$ cat src/rtl/simon_dual_arbiter.sv
// simon_dual_arbiter
// Shares one SIMON 128/256 core between two requesters (channel 0 and 1).
// Each channel owns a key register. Jobs are granted round-robin. The core
// key is reloaded only when the owning channel changes or the granted
// channel's key was rewritten since the core last expanded it. Results come
// back on a per-channel valid/ready response port with a shared data bus.
//
// Ports
//   clk, nR                 clock, synchronous active-high reset
//   key_wr/key_in           per-channel key write strobe and value
//   req_valid/req_ready     per-channel job handshake (ready is a 1-cycle grant)
//   req_enc_dec/req_block   per-channel job: 1=encrypt, 0=decrypt; input block
//   rsp_valid/rsp_ready     per-channel result handshake
//   rsp_data                result block, shared by both channels
//   c_*                     controls to / status from the shared core
module simon_dual_arbiter #(
  parameter int N = 64,
  parameter int M = 4
) (
  input  logic                  clk,
  input  logic                  nR,
  input  logic [1:0]            key_wr,
  input  logic [1:0][M*N-1:0]   key_in,
  input  logic [1:0]            req_valid,
  output logic [1:0]            req_ready,
  input  logic [1:0]            req_enc_dec,
  input  logic [1:0][2*N-1:0]   req_block,
  output logic [1:0]            rsp_valid,
  input  logic [1:0]            rsp_ready,
  output logic [2*N-1:0]        rsp_data,
  output logic                  c_newData,
  output logic                  c_newKey,
  output logic                  c_enc_dec,
  output logic                  c_readData,
  output logic [2*N-1:0]        c_BLOCK,
  output logic [M*N-1:0]        c_KEY,
  input  logic                  c_loadData,
  input  logic                  c_loadKey,
  input  logic                  c_doneData,
  input  logic                  c_doneKey,
  input  logic [2*N-1:0]        c_outData
);

  typedef enum logic [2:0] {
    IDLE, KEY_REQ, KEY_WAIT, DATA_REQ, DATA_WAIT, RESP
  } state_t;

  state_t                 state_q, state_d;
  logic                   owner_q;
  logic                   last_grant_q;
  logic [1:0]             key_ok_q;
  logic [1:0]             key_fresh_q, key_fresh_d;
  logic [1:0][M*N-1:0]    key_q;
  logic                   job_enc_q;
  logic [2*N-1:0]         job_block_q;

  logic [1:0]             elig;
  logic                   grant_any;
  logic                   grant_ch;
  logic                   pref_ch;
  logic                   need_key;
  logic                   grant_go;

  // Round-robin: the channel after last_grant has priority; a lone eligible
  // channel wins regardless.
  always_comb begin
    elig      = req_valid & key_ok_q;
    grant_any = |elig;
    pref_ch   = ~last_grant_q;
    grant_ch  = elig[pref_ch] ? pref_ch : ~pref_ch;
    // A same-cycle key write on the granted channel forces a reload so the
    // job runs with the new key.
    need_key  = (grant_ch != owner_q) || !key_fresh_q[grant_ch] || key_wr[grant_ch];
    grant_go  = (state_q == IDLE) && grant_any && !nR;
  end

  always_comb begin
    state_d    = state_q;
    req_ready  = '0;
    c_newKey   = 1'b0;
    c_newData  = 1'b0;
    c_readData = 1'b0;
    rsp_valid  = '0;
    c_KEY      = '0;
    c_BLOCK    = '0;
    c_enc_dec  = 1'b0;
    case (state_q)
      IDLE: begin
        if (grant_any) begin
          req_ready[grant_ch] = 1'b1;
          state_d = need_key ? KEY_REQ : DATA_REQ;
        end
      end
      KEY_REQ: begin
        c_KEY = key_q[owner_q];
        if (c_loadKey) begin
          c_newKey = 1'b1;
          state_d  = KEY_WAIT;
        end
      end
      KEY_WAIT: begin
        if (c_doneKey) state_d = DATA_REQ;
      end
      DATA_REQ: begin
        c_BLOCK   = job_block_q;
        c_enc_dec = job_enc_q;
        if (c_loadData) begin
          c_newData = 1'b1;
          state_d   = DATA_WAIT;
        end
      end
      DATA_WAIT: begin
        if (c_doneData) state_d = RESP;
      end
      RESP: begin
        rsp_valid[owner_q] = 1'b1;
        if (rsp_ready[owner_q]) begin
          c_readData = 1'b1;
          state_d    = IDLE;
        end
      end
      default: state_d = IDLE;
    endcase
    // Nothing leaves the block while reset is held.
    if (nR) begin
      req_ready  = '0;
      c_newKey   = 1'b0;
      c_newData  = 1'b0;
      c_readData = 1'b0;
      rsp_valid  = '0;
      c_KEY      = '0;
      c_BLOCK    = '0;
      c_enc_dec  = 1'b0;
    end
  end

  // key_fresh[i] means the core currently holds channel i's key. A reload
  // invalidates the other channel; a key write invalidates its own channel
  // and takes precedence over a same-cycle key-done.
  always_comb begin
    key_fresh_d = key_fresh_q;
    if (state_q == KEY_WAIT && c_doneKey) key_fresh_d[owner_q] = 1'b1;
    if (grant_go && need_key) key_fresh_d[~grant_ch] = 1'b0;
    key_fresh_d = key_fresh_d & ~key_wr;
  end

  always_ff @(posedge clk) begin
    if (nR) begin
      state_q      <= IDLE;
      owner_q      <= 1'b0;
      last_grant_q <= 1'b1;
      key_ok_q     <= '0;
      key_fresh_q  <= '0;
      rsp_data     <= '0;
    end else begin
      state_q     <= state_d;
      key_fresh_q <= key_fresh_d;
      key_ok_q    <= key_ok_q | key_wr;
      if (grant_go) begin
        owner_q      <= grant_ch;
        last_grant_q <= grant_ch;
      end
      if (state_q == DATA_WAIT && c_doneData) rsp_data <= c_outData;
    end
  end

  // Key registers and the latched job carry data only.
  always_ff @(posedge clk) begin
    for (int i = 0; i < 2; i++) begin
      if (key_wr[i]) key_q[i] <= key_in[i];
    end
    if (grant_go) begin
      job_enc_q   <= req_enc_dec[grant_ch];
      job_block_q <= req_block[grant_ch];
    end
  end

endmodule

$ cat config.mk
export PLATFORM = sky130hd
export DESIGN_NAME = simon_dual_arbiter
export DESIGN_NICKNAME = d
export VERILOG_FILES = /design/src/rtl/simon_dual_arbiter.sv
export SDC_FILE = /design/constraint.sdc
export NUM_CORES = 1
export LEC_CHECK = 0
export CAP_MARGIN = 5
export CORE_AREA = 2 2 564 566
export DETAILED_ROUTE_END_ITERATION = 6
export DIE_AREA = 0 0 566 568
export HOLD_SLACK_MARGIN = 0.08
export PLACE_DENSITY_LB_ADDON = 0.15
export SYNTH_ARGS = -nofsm -noshare
export SYNTH_HDL_FRONTEND = slang
export SYNTH_SLANG_ARGS = --single-unit
$ cat constraint.sdc
create_clock -name clk -period 36.5 [get_ports clk]
set_input_delay 7.3 -clock clk [delete_from_list [all_inputs] [get_ports clk]]
set_output_delay 7.3 -clock clk [all_outputs]
set_load 0.01 [all_outputs]
==> metrics.md <==
| Metric | Value |
|---|---|
| Drt pass-1 iters | `7` |
| Worst Path Buf+Inv | `5` |
| Sequential share of the synthesized area | `0.725` |
| Syn Nets | `3030` |
| Post_cts resized | `0` |
| GRT Overall Usage | `0.118` |
| Cell area after layout | `0.0532 sq mm` |
| # fillers | `34900` |
| Worst-Margin Slew | `1.06 ns` |
| Synth warn | `0` |
| Antenna Nets Post-Route | `0` |
| Hold_sp | `rsp_data[112]` |
| CP Class | `input pin to output port` |
| Via density | `2.96` |
| Setup TNS | `0 ns` |
| Hold Worst Slack | `0.453 ns` |
| Synth area leaders | `edfxtp_1 (63%), dfxtp_1 (9.0%), mux2i_1 (8.5%), mux2_2 (4.8%), nor2_1 (3.3%)` |
| IO Pins | `1430` |
| Slowest-stage cell, CP | `buf_4` |
| DRC viols | `0` |
| Largest net degree at the start of global routing | `117` |
| Max rail drop VDD | `0.0000311 V` |
| Hold Crit Endpoint | `rsp_data[112]` |
| Post-synth EDFFs | `641` |
| Htree depth | `3` |
| Fin crit period | `17.53 ns` |
| FF-to-FF path depth | `6` |
| Initial core utilization | `0.0960` |
| Worst Skew | `0.0203 ns` |
| Rows | `207` |
| Total Die Area | `0.321 sq mm` |
| Final #Nets | `4478` |
| End of the worst register-to-register path | `job_block_q[3]` |
| Clock Sinks | `778` |
| Cell with the most instances after synthesis | `edfxtp_1` |
| Pwr Total | `2.49 mW` |
| Clk_lat worst skew | `0.81 ns` |
| Syn Inst Count | `2120` |
| Final worst setup slack | `18.97 ns` |
| Delay-heaviest family, CP | `buffers and inverters` |
| Synth Register Bits | `778` |
| Reg2reg start | `key_ok_q[0]` |
| Worst EP arrival | `10.23 ns` |
| Number of setup buffers added after CTS | `0` |
| # port buffers | `1429` |
| Top cell by count, worst path | `buf_4` |
| Final Hold Viols | `0` |
| Pwr per Cell Area | `46.9 mW/mm^2` |
| Clk buf depth | `4` |
| Async SR Flop Fraction | `0` |
| Placer congestion estimate | `0.818` |
| Synth cell types | `34` |
| Detail Placement HPWL | `158000 um` |
| WP data required | `29.20 ns` |
| Pre-CTS WS | `19.01 ns` |
| Crit-path max FO | `116` |
| Hold Crit Class | `flip-flop to flip-flop` |
| Die width | `566 um` |
| First-pass GRT wire length | `253000 um` |
| Final setup fails | `0` |
| List of most frequent post-synthesis cells | `edfxtp_1 (641), nor2_1 (268), mux2i_1 (258), nand2_1 (256), dfxtp_1 (137)` |
| CTS tree | `yes` |
| Yosys top cell area share | `0.634` |
| P&R area growth vs syn | `75.4%` |
| Cts hold-fix bufs | `0` |
| Synth area leader | `edfxtp_1` |
| Vias | `23300` |
| WL per Instance | `25.0 um` |
| Avg Inst Size Synth | `14.3 sq um` |
| Critical path depth | `7` |
| Leakage | `16.9 nW` |
| Relative slew slack | `0.291` |
| Area after DPL | `0.0496 sq mm` |
| Hold Path Stages | `2` |
| Number of global-route vias before repair | `24500` |
| Final wirelength | `197000 um` |
| Clock slew at reported path FFs | `0.05 ns` |
| Initial antenna violation count | `151` |
| Worst path max stage delay | `0.73 ns` |
| FF-to-FF setup slack | `32.93 ns` |
| Crit path launch type | `input pin` |
| Share of cells above drive strength 1 | `0.0898` |
| Setup crit end kind | `output port` |
| RSZ-0062 raised after global routing | `no` |
| Die H | `568 um` |
| Status | `complete, no violations` |
| Maximum clock rate | `57.0 MHz` |
| CTS buffer count | `115` |
| Ratio of final minimum period to clock period | `0.480` |
| Max Slew Vio Count | `0` |
| Max cap viols | `0` |
| Core area | `0.316 sq mm` |
| GRT overflow | `0` |
| Top_reg_cell synth | `edfxtp_1` |
| Mapped Area | `0.0304 sq mm` |
| CP cell instances | `buf_4 > inv_1 > nand3b_1 > buf_12 > buf_4 > nor2_1 > clkdlybuf4s50_1` |
| Clk root buf | `clkbuf_16` |
| Number of DRC markers in iteration 0 | `1129` |
## tightest hold or removal path: stages (launching register included)
cell and delay (ns):
dfxtp_1 0.30, nand2_1 0.05, a21oi_1 0.05
## flip-flops by register name (all words and copies together), names as in the netlist
signal / count
key_q: 512
job_block_q: 128
rsp_data: 128
state_q: 3
key_fresh_q: 2
key_ok_q: 2
job_enc_q: 1
last_grant_q: 1
owner_q: 1
## kinds of logic (layout without fill, tap and decap cells)
group / count (synthesis) / after routing / synth area share
AO/OA/AOI/OAI: 146 / 146 / 0.0261
buffers and inverters: 136 / 1670 / 0.0204
flip-flops: 778 / 778 / 0.725
multiplexers: 388 / 388 / 0.133
other: 0 / 25 / 0
AND/OR/NAND/NOR: 672 / 672 / 0.0956
## layout by cell type (no fill, tap or decap), types with 2 or more instances in the layout
cell / synthesis / final
clkinvlp_4: 0 / 3
buf_12: 0 / 2
clkinv_2: 0 / 19
inv_1: 5 / 5
nor2_1: 268 / 268
clkinv_1: 0 / 18
clkbuf_1: 73 / 29
nor2b_1: 3 / 3
a21oi_1: 132 / 132
buf_8: 0 / 2
nor4b_1: 2 / 2
nand3b_1: 3 / 3
diode_2: 0 / 25
nand2_1: 256 / 256
buf_4: 15 / 32
clkdlybuf4s50_1: 0 / 1426
dfxtp_1: 137 / 136
mux2i_1: 258 / 258
inv_16: 0 / 2
clkbuf_8: 0 / 4
nor3_1: 2 / 2
edfxtp_1: 641 / 641
nand3_1: 2 / 2
and2_1: 131 / 131
clkbuf_16: 0 / 116
bufinv_16: 0 / 8
a2111oi_0: 2 / 2
mux2_2: 130 / 130
a41oi_1: 2 / 2
## worst max path at each step
stage          start           end
2_1_floorplan     nR  req_ready[0]
3_3_place_gp      nR    c_KEY[159]
3_5_place_dp      nR    c_KEY[159]
4_1_cts           nR    c_KEY[159]
5_1_grt           nR     c_KEY[72]
6_report          nR     c_KEY[31]
## metrics by stage
step | std cells | util
2_1_floorplan | 2120 | -
3_3_place_gp | 7631 | 0.157
3_5_place_dp | 7631 | 0.157
4_1_cts | 7834 | 0.168
5_1_grt | 7839 | 0.168
6_report | 7859 | 0.168
## report_power, final
group,switching (mW),internal (mW)
registers,0.0242,1.03
logic,0.170,0.184
clock network,0.444,0.645
## final cells by class
type,count,area (sq um),share of cell area
clock inverter,54,519,0.00975
timing repair buffer,1462,14600,0.274
multi-input combinational,1206,7760,0.146
sequential,778,22000,0.413
clock buffer,149,3070,0.0576
inverter,5,18.8,0.000353
tap,4180,5230,0.0982
antenna,25,62.6,0.00118
## routing by layer
metal / track usage / share of wire / up-vias
li1: - / - / 10500
met1: 0.129 / 0.38 / 11100
met2: 0.210 / 0.50 / 1149
met3: 0.0506 / 0.091 / 378
met4: 0.0253 / 0.022 / 118
met5: 0 / 0.0039 / -
(Power assumes the default switching activity.)
